## config.mk

```make
export PLATFORM = sky130hd
export DESIGN_NAME = rca_seq_ctrl
export DESIGN_NICKNAME = d
export VERILOG_FILES = /design/src/rtl/rca_pkg.sv /design/src/rtl/rca_seq_ctrl.sv
export SDC_FILE = /design/constraint.sdc
export NUM_CORES = 1
export LEC_CHECK = 0
export ABC_AREA = 1
export BUFFER_PORTS_ARGS = -buffer_cell sky130_fd_sc_hd__buf_2
export CORE_ASPECT_RATIO = 2
export CORE_MARGIN = 2
export CORE_UTILIZATION = 30
export CTS_BUF_LIST = sky130_fd_sc_hd__clkbuf_4 sky130_fd_sc_hd__clkbuf_8
export CTS_CLUSTER_SIZE = 24
export DETAILED_ROUTE_END_ITERATION = 6
export PLACE_DENSITY = 0.6
export RECOVER_POWER = 50
export SYNTH_ARGS = -nofsm -noshare
export SYNTH_HDL_FRONTEND = slang
export SYNTH_SLANG_ARGS = --single-unit
export TNS_END_PERCENT = 1
```

## constraint.sdc

```tcl
create_clock -name clk -period 2.22 [get_ports clk]
set_clock_uncertainty 0.05 [all_clocks]
set_input_delay 0.111 -clock clk [delete_from_list [all_inputs] [get_ports clk]]
set_output_delay 0.111 -clock clk [all_outputs]
set_load 0.1 [all_outputs]
```

## src/rtl/rca_pkg.sv

```systemverilog
// Shared definitions for the multi-limb ripple-carry add controller.
//   rca_seq_state_t : controller FSM states
//   DWIDTH_DEF      : default limb width (width of the attached RCA)
//   NLIMBS_DEF      : default number of limbs per wide operand
//   limb_cw()       : width of a counter that indexes NLIMBS limbs (minimum 1 bit)
package rca_pkg;

    typedef enum logic [1:0] {
        IDLE = 2'd0,
        RUN  = 2'd1,
        DONE = 2'd2
    } rca_seq_state_t;

    localparam int DWIDTH_DEF = 32;
    localparam int NLIMBS_DEF = 4;

    // A single-limb configuration still needs a 1-bit counter so the
    // declarations stay legal.
    function automatic int limb_cw(input int nlimbs);
        if (nlimbs <= 1) begin
            return 1;
        end else begin
            return $clog2(nlimbs);
        end
    endfunction

endpackage

```

## src/rtl/rca_seq_ctrl.sv

```systemverilog
// Multi-limb add controller wrapped around an external DWIDTH-bit ripple-carry
// adder. A wide W = DWIDTH*NLIMBS request is accepted over valid/ready, the
// operands are fed to the RCA one limb per cycle (LSB limb first, carry
// chained through carry_r), and the result is held until the consumer takes it.
// Ports:
//   clk, rst_n                 clock, asynchronous active-low reset
//   in_valid/in_ready          request handshake
//   in_a, in_b, in_cin         wide operands and carry into limb 0
//   rca_a, rca_b, rca_cin      current limb presented to the external RCA
//   rca_res, rca_cout          combinational RCA result for that limb
//   out_valid/out_ready        result handshake
//   out_sum, out_cout, out_ovf wide sum, carry out of MSB limb, signed overflow
module rca_seq_ctrl
    import rca_pkg::*;
#(
    parameter int DWIDTH = DWIDTH_DEF,
    parameter int NLIMBS = NLIMBS_DEF
) (
    input  logic                       clk,
    input  logic                       rst_n,
    input  logic                       in_valid,
    output logic                       in_ready,
    input  logic [DWIDTH*NLIMBS-1:0]   in_a,
    input  logic [DWIDTH*NLIMBS-1:0]   in_b,
    input  logic                       in_cin,
    output logic [DWIDTH-1:0]          rca_a,
    output logic [DWIDTH-1:0]          rca_b,
    output logic                       rca_cin,
    input  logic [DWIDTH-1:0]          rca_res,
    input  logic                       rca_cout,
    output logic                       out_valid,
    input  logic                       out_ready,
    output logic [DWIDTH*NLIMBS-1:0]   out_sum,
    output logic                       out_cout,
    output logic                       out_ovf
);

    localparam int W       = DWIDTH * NLIMBS;
    localparam int LIMB_CW = limb_cw(NLIMBS);
    localparam logic [LIMB_CW-1:0] LAST_LIMB = LIMB_CW'(NLIMBS - 1);

    rca_seq_state_t      state_r;
    rca_seq_state_t      state_next_s;
    logic [LIMB_CW-1:0]  limb_cnt_r;
    logic [W-1:0]        a_r;
    logic [W-1:0]        b_r;
    logic [W-1:0]        sum_r;
    logic                carry_r;
    logic                ovf_r;
    logic                accept_s;
    logic                last_limb_s;
    int                  limb_lo_s;

    assign last_limb_s = (limb_cnt_r == LAST_LIMB);
    assign limb_lo_s   = int'(limb_cnt_r) * DWIDTH;

    // State register.
    always_ff @(posedge clk or negedge rst_n) begin
        if (!rst_n) begin
            state_r <= IDLE;
        end else begin
            state_r <= state_next_s;
        end
    end

    // Next-state logic; accept_s marks the edge on which a request is latched.
    always_comb begin
        state_next_s = state_r;
        accept_s     = 1'b0;
        case (state_r)
            IDLE: begin
                if (in_valid) begin
                    accept_s     = 1'b1;
                    state_next_s = RUN;
                end else begin
                    state_next_s = IDLE;
                end
            end
            RUN: begin
                if (last_limb_s) begin
                    state_next_s = DONE;
                end else begin
                    state_next_s = RUN;
                end
            end
            DONE: begin
                if (out_ready) begin
                    // Result consumed; a waiting request chains straight into RUN.
                    if (in_valid) begin
                        accept_s     = 1'b1;
                        state_next_s = RUN;
                    end else begin
                        state_next_s = IDLE;
                    end
                end else begin
                    state_next_s = DONE;
                end
            end
            default: begin
                state_next_s = IDLE;
            end
        endcase
    end

    // Operand capture, per-limb sum write-back and carry chaining.
    always_ff @(posedge clk or negedge rst_n) begin
        if (!rst_n) begin
            a_r        <= {W{1'b0}};
            b_r        <= {W{1'b0}};
            sum_r      <= {W{1'b0}};
            carry_r    <= 1'b0;
            ovf_r      <= 1'b0;
            limb_cnt_r <= {LIMB_CW{1'b0}};
        end else if (accept_s) begin
            a_r        <= in_a;
            b_r        <= in_b;
            carry_r    <= in_cin;
            ovf_r      <= 1'b0;
            limb_cnt_r <= {LIMB_CW{1'b0}};
        end else if (state_r == RUN) begin
            sum_r[limb_lo_s +: DWIDTH] <= rca_res;
            carry_r                    <= rca_cout;
            if (last_limb_s) begin
                limb_cnt_r <= {LIMB_CW{1'b0}};
                // Final limb carries the sign bit of the wide result.
                ovf_r      <= (a_r[W-1] == b_r[W-1]) && (rca_res[DWIDTH-1] != a_r[W-1]);
            end else begin
                limb_cnt_r <= limb_cnt_r + LIMB_CW'(1);
                ovf_r      <= ovf_r;
            end
        end else begin
            limb_cnt_r <= limb_cnt_r;
        end
    end

    // Limb mux towards the RCA; held at zero outside RUN so the adder stays quiet.
    always_comb begin
        rca_a   = {DWIDTH{1'b0}};
        rca_b   = {DWIDTH{1'b0}};
        rca_cin = 1'b0;
        if (state_r == RUN) begin
            rca_a   = a_r[limb_lo_s +: DWIDTH];
            rca_b   = b_r[limb_lo_s +: DWIDTH];
            rca_cin = carry_r;
        end else begin
            rca_a   = {DWIDTH{1'b0}};
            rca_b   = {DWIDTH{1'b0}};
            rca_cin = 1'b0;
        end
    end

    // in_ready is forced low while reset is asserted.
    assign in_ready  = rst_n && ((state_r == IDLE) || ((state_r == DONE) && out_ready));
    assign out_valid = (state_r == DONE);
    assign out_sum   = sum_r;
    assign out_cout  = carry_r;
    assign out_ovf   = ovf_r;

endmodule

```

**Yosys cells after proc, flatten, opt, wreduce, memory -nomap -nowiden**

Cells that the tools add are included.

- Output and inout port bits: 197
- Word-level logic and storage cells: 47
- Flip-flop bits (word level): 390
- Input port bits: 294

- Equality and inequality tests: 5
- Muxes and demuxes: 19
- Reductions and logical operators: 9
- Shift-type cells: 4
- Add/sub/neg operators: 2
- Bitwise logic cells: 1

Operators by type and width:

| operator | number |
|---|---|
| $shiftx 128x8->32 | 2 |
| $bwmux 128 | 1 |
| $shift 32x33->128 const A | 1 |
| $shiftx 32x33->128 | 1 |
| $mux 32 | 2 |
| $neg 7->33 | 1 |
| $mux 2 | 5 |
| $mux 1 | 9 |
| $pmux 2 s3 | 1 |
| $eq 2x2->1 const B | 2 |
| $reduce_and 2->1 | 2 |
| $reduce_bool 2->1 | 2 |
| $logic_and 1x1->1 | 3 |
| $add 2x1->2 const B | 1 |
| $eq 2x1->1 const B | 1 |
| $logic_not 2->1 | 1 |
| $pmux 1 s2 | 1 |
| $eq 1x1->1 | 1 |
| $logic_or 1x1->1 | 1 |
| $ne 1x1->1 | 1 |
| $not 1->1 | 1 |

**Logic depth before layout (Yosys ltp)**

- Word-level depth: 5
- Mapped depth: 11
- Depth with buffers taken out: 7

**Least setup slack after synthesis**

No wires, ideal clock.

- Path type: flip-flop to output port
- From: register limb_cnt_r[0]
- To: output rca_a[15]
- Data required time: 2.059 ns
- Stages on the path, launching flop included: 8
- Arrival: 2.583 ns
- Buffers on the path: 3
- Path slack: -0.524 ns
- Path through: dfrtp_1 > buf_2 > clkinv_2 > buf_2 > clkbuf_1 > nand2_1 > nand3_1 > a21oi_1

- Word-level cells in the longest chain between the ends: 2

Ends and longest elaborated chain:

| element | RTL line | RTL |
|---|---|---|
| from (decl) | rca_seq_ctrl.sv:44 | `logic [LIMB_CW-1:0] limb_cnt_r;` |
| from (signal assigned) | rca_seq_ctrl.sv:113 | `limb_cnt_r <= {LIMB_CW{1'b0}};` |
| from (signal assigned) | rca_seq_ctrl.sv:119 | `limb_cnt_r <= {LIMB_CW{1'b0}};` |
| from (signal assigned) | rca_seq_ctrl.sv:124 | `limb_cnt_r <= {LIMB_CW{1'b0}};` |
| $shiftx 128x8->32 | rca_seq_ctrl.sv:142 | `rca_a = a_r[limb_lo_s +: DWIDTH];` |
| $mux 32 | rca_seq_ctrl.sv:141 | `if (state_r == RUN) begin` |
| to (decl) | rca_seq_ctrl.sv:26 | `output logic [DWIDTH-1:0] rca_a,` |

No other way between the ends.

**Worst setup path after layout**

- From: register limb_cnt_r[0]
- To: output rca_a[10]

Same word-level chain as after synthesis.

==> results.txt <==
Worst Hold Depth = 3
largest net degree at the start of global routing = 113
share of layout cells above drive strength 1 = 23.2%
failing checks = design-rule violations, negative setup slack
CP required = 2.06 ns
CTS Buf Count = 60
WS Path Type = reg -> out
Iter 0 DRT Violations = 1125
# setup viols final = 66
mapped cell area = 17700 um2
minimum clock period = 2.39 ns
Yosys top cell area share = 55.1%
Cells after Synth = 2291
Rel. slew slack = 25.4%
crit path from = limb_cnt_r[0]
area leader, netlist = dfrtp_1
crit path cell chain = buf_12 -> nand2_1 -> nand3_1 -> a21oi_4 -> buf_12
Starting Density = 30.2%
DRC = 1
hpwl dp = 41300 um
Avg Vias per Cell = 4.60
H-tree lvl count = 2
Worst path slowest cell = dfrtp_4
most frequent cells in the layout = 659 x nand2_1, 420 x buf_2, 387 x dfrtp_1
PortBufs = 490
Post-DRT Antenna Nets = 0
synthesis-stage register bit count = 390
final hold violation count = 0
synth warn = 0
synth top area cells = dfrtp_1 55%, nand2_1 14%, a21oi_1 9.1%
first-pass GRT wire length = 101000 um
post-synthesis net count = 2591
Arr. time, crit path = 2.23 ns
r2r setup slk = 0.11 ns
Hold Crit Class = in -> reg
clk slew on worst S/H paths = 0.07 ns
Area growth, synth to finish = 50.9%
clock root buffer = clkbuf_8
R2R cell count = 6
Critical Path Most Common Cell = buf_12
actual slew at the worst max-slew pin = 1.12 ns
final net count = 3348
Site Rows = 126
Clock Latency Late Sink = 0.67 ns
die area = 61100 um2
I/O pin count = 491
Synth cell types = 16
DR WL/cell = 16.6 um
core footprint = 58600 um2
min-delay src = out_ready
commonest non-fill, non-tap cell in the layout = nand2_1
number of global-route vias before repair = 18.3k
RR Endpoint = out_cout
hold slack = 0.174 ns
Seq/Total Area, Yosys = 55.1%
Critical Path Fanout Max = 59
TritonCTS clock tree = built
grt total ovfl = 0
final max-slew violation count = 0
# fillers = 5707
final WL = 64200 um
Max clock buf depth = 3
RePlAce Congestion = 0.846
Max Freq = 419 MHz
CP Depth = 5
FF-to-FF Start = state_r[0]
vias = 17.8k
final period utilization = 108%
register area = 9770 um2
Tot GR Track Use = 20.8%
Avg Cell Area, Syn = 7.73 um2
crit path buf inv count = 2
Worst path max stage delay = 0.53 ns
status = complete, but fails checks
Hold Path End = state_r[1]
Final WS setup = -0.168 ns
Die W = 176 um
Die Ht = 348 um
CP top delay family = flip-flops
combined area of the multi-input logic cells = 6460 um2
initial antenna violation count = 2
maxcap violations = 0
Sink Count = 390
CP Capture Type = output port
RSZ-0062 raised after global routing = true
drt first pass iters = 7
Setup crit start kind = flip-flop
-- per-stage QoR --
step	util, %	TNS (ns)	cells	cell area, um2	worst slack, ns
floorplan	-	-30.61	2291	17700	-0.524
global placement	37.8	0	3453	22100	0.210
detailed placement	37.8	0	3453	22100	0.217
CTS	45.7	-9.60	3865	26800	-0.203
global route	45.6	-12.51	3866	26700	-0.237
finish	45.6	-5.84	3866	26700	-0.168
-- cells in the mapped netlist (all sizes together) --
library cell and instances:
nand2 661, dfrtp 390, a21oi 321, inv 303, nor2 297, nand3 168
buf 93, clkbuf 47, ha 6, o21ai 3, and3 1, clkinv 1
-- tightest hold or removal path, delay by kind of cell --
| kind | cells | cell delay (ns) |
|---|---|---|
| AOI/OAI and AO/OA | 1 | 0.08 |
| buffers and inverters | 2 | 0.65 |
-- metal layers --
layer | GRT usage [%] | wire length (um) | vias up
li1 | - | - | 8534
met4 | 5.99 | 1740 | 2
met5 | 0 | 13 | -
met2 | 34.7 | 29900 | 767
met3 | 4.85 | 5470 | 118
met1 | 26.8 | 27100 | 8345
-- cell type report --
type,instances,share of cell area (%)
Antenna cell,1,0.00936
Inverter,304,4.33
Tap cell,768,3.60
Clock buffer,85,4.07
Timing Repair Buffer,835,26.6
Sequential cell,390,36.5
Clock inverter,26,0.735
Multi-Input combinational cell,1457,24.2
-- how the worst max path moves through the flow --
stage,endpoint,slack [ns]
6_report,rca_a[10],-0.17
4_1_cts,rca_a[10],-0.20
3_3_place_gp,rca_a[12],0.21
5_1_grt,rca_a[0],-0.24
2_1_floorplan,rca_a[16],-0.52
3_5_place_dp,rca_a[12],0.22
-- sequential cells by signal, indices dropped and copies added, names as in the netlist --
| name | cells |
|---|---|
| a_r | 128 |
| b_r | 128 |
| out_cout | 1 |
| state_r | 2 |
| limb_cnt_r | 2 |
| out_sum | 128 |
| out_ovf | 1 |
-- logic make-up (layout without fill, tap and decap cells) --
family | after synthesis | after routing | share of synthesized area (%)
buf+inv | 444 | 1250 | 10.2
flops | 390 | 390 | 55.1
other cells | 0 | 1 | 0
simple gates | 1127 | 1127 | 25.1
fa+ha+maj | 6 | 6 | 0.424
compound gates | 324 | 324 | 9.16
-- timing repair --
| action | CTS | global route |
|---|---|---|
| pin swaps | 2 | 4 |
| resized for setup | 78 | 10 |
| endpoints found under the hold margin | 777 | 0 |
| gates cloned | 3 | 0 |
| hold buffers | 297 | 0 |
| setup buffers | 1 | 0 |
| setup endpoints to repair | 65 | 91 |
Power is not shown: default switching activity piles up to over one toggle a cycle in this logic, so the estimate is an artifact.
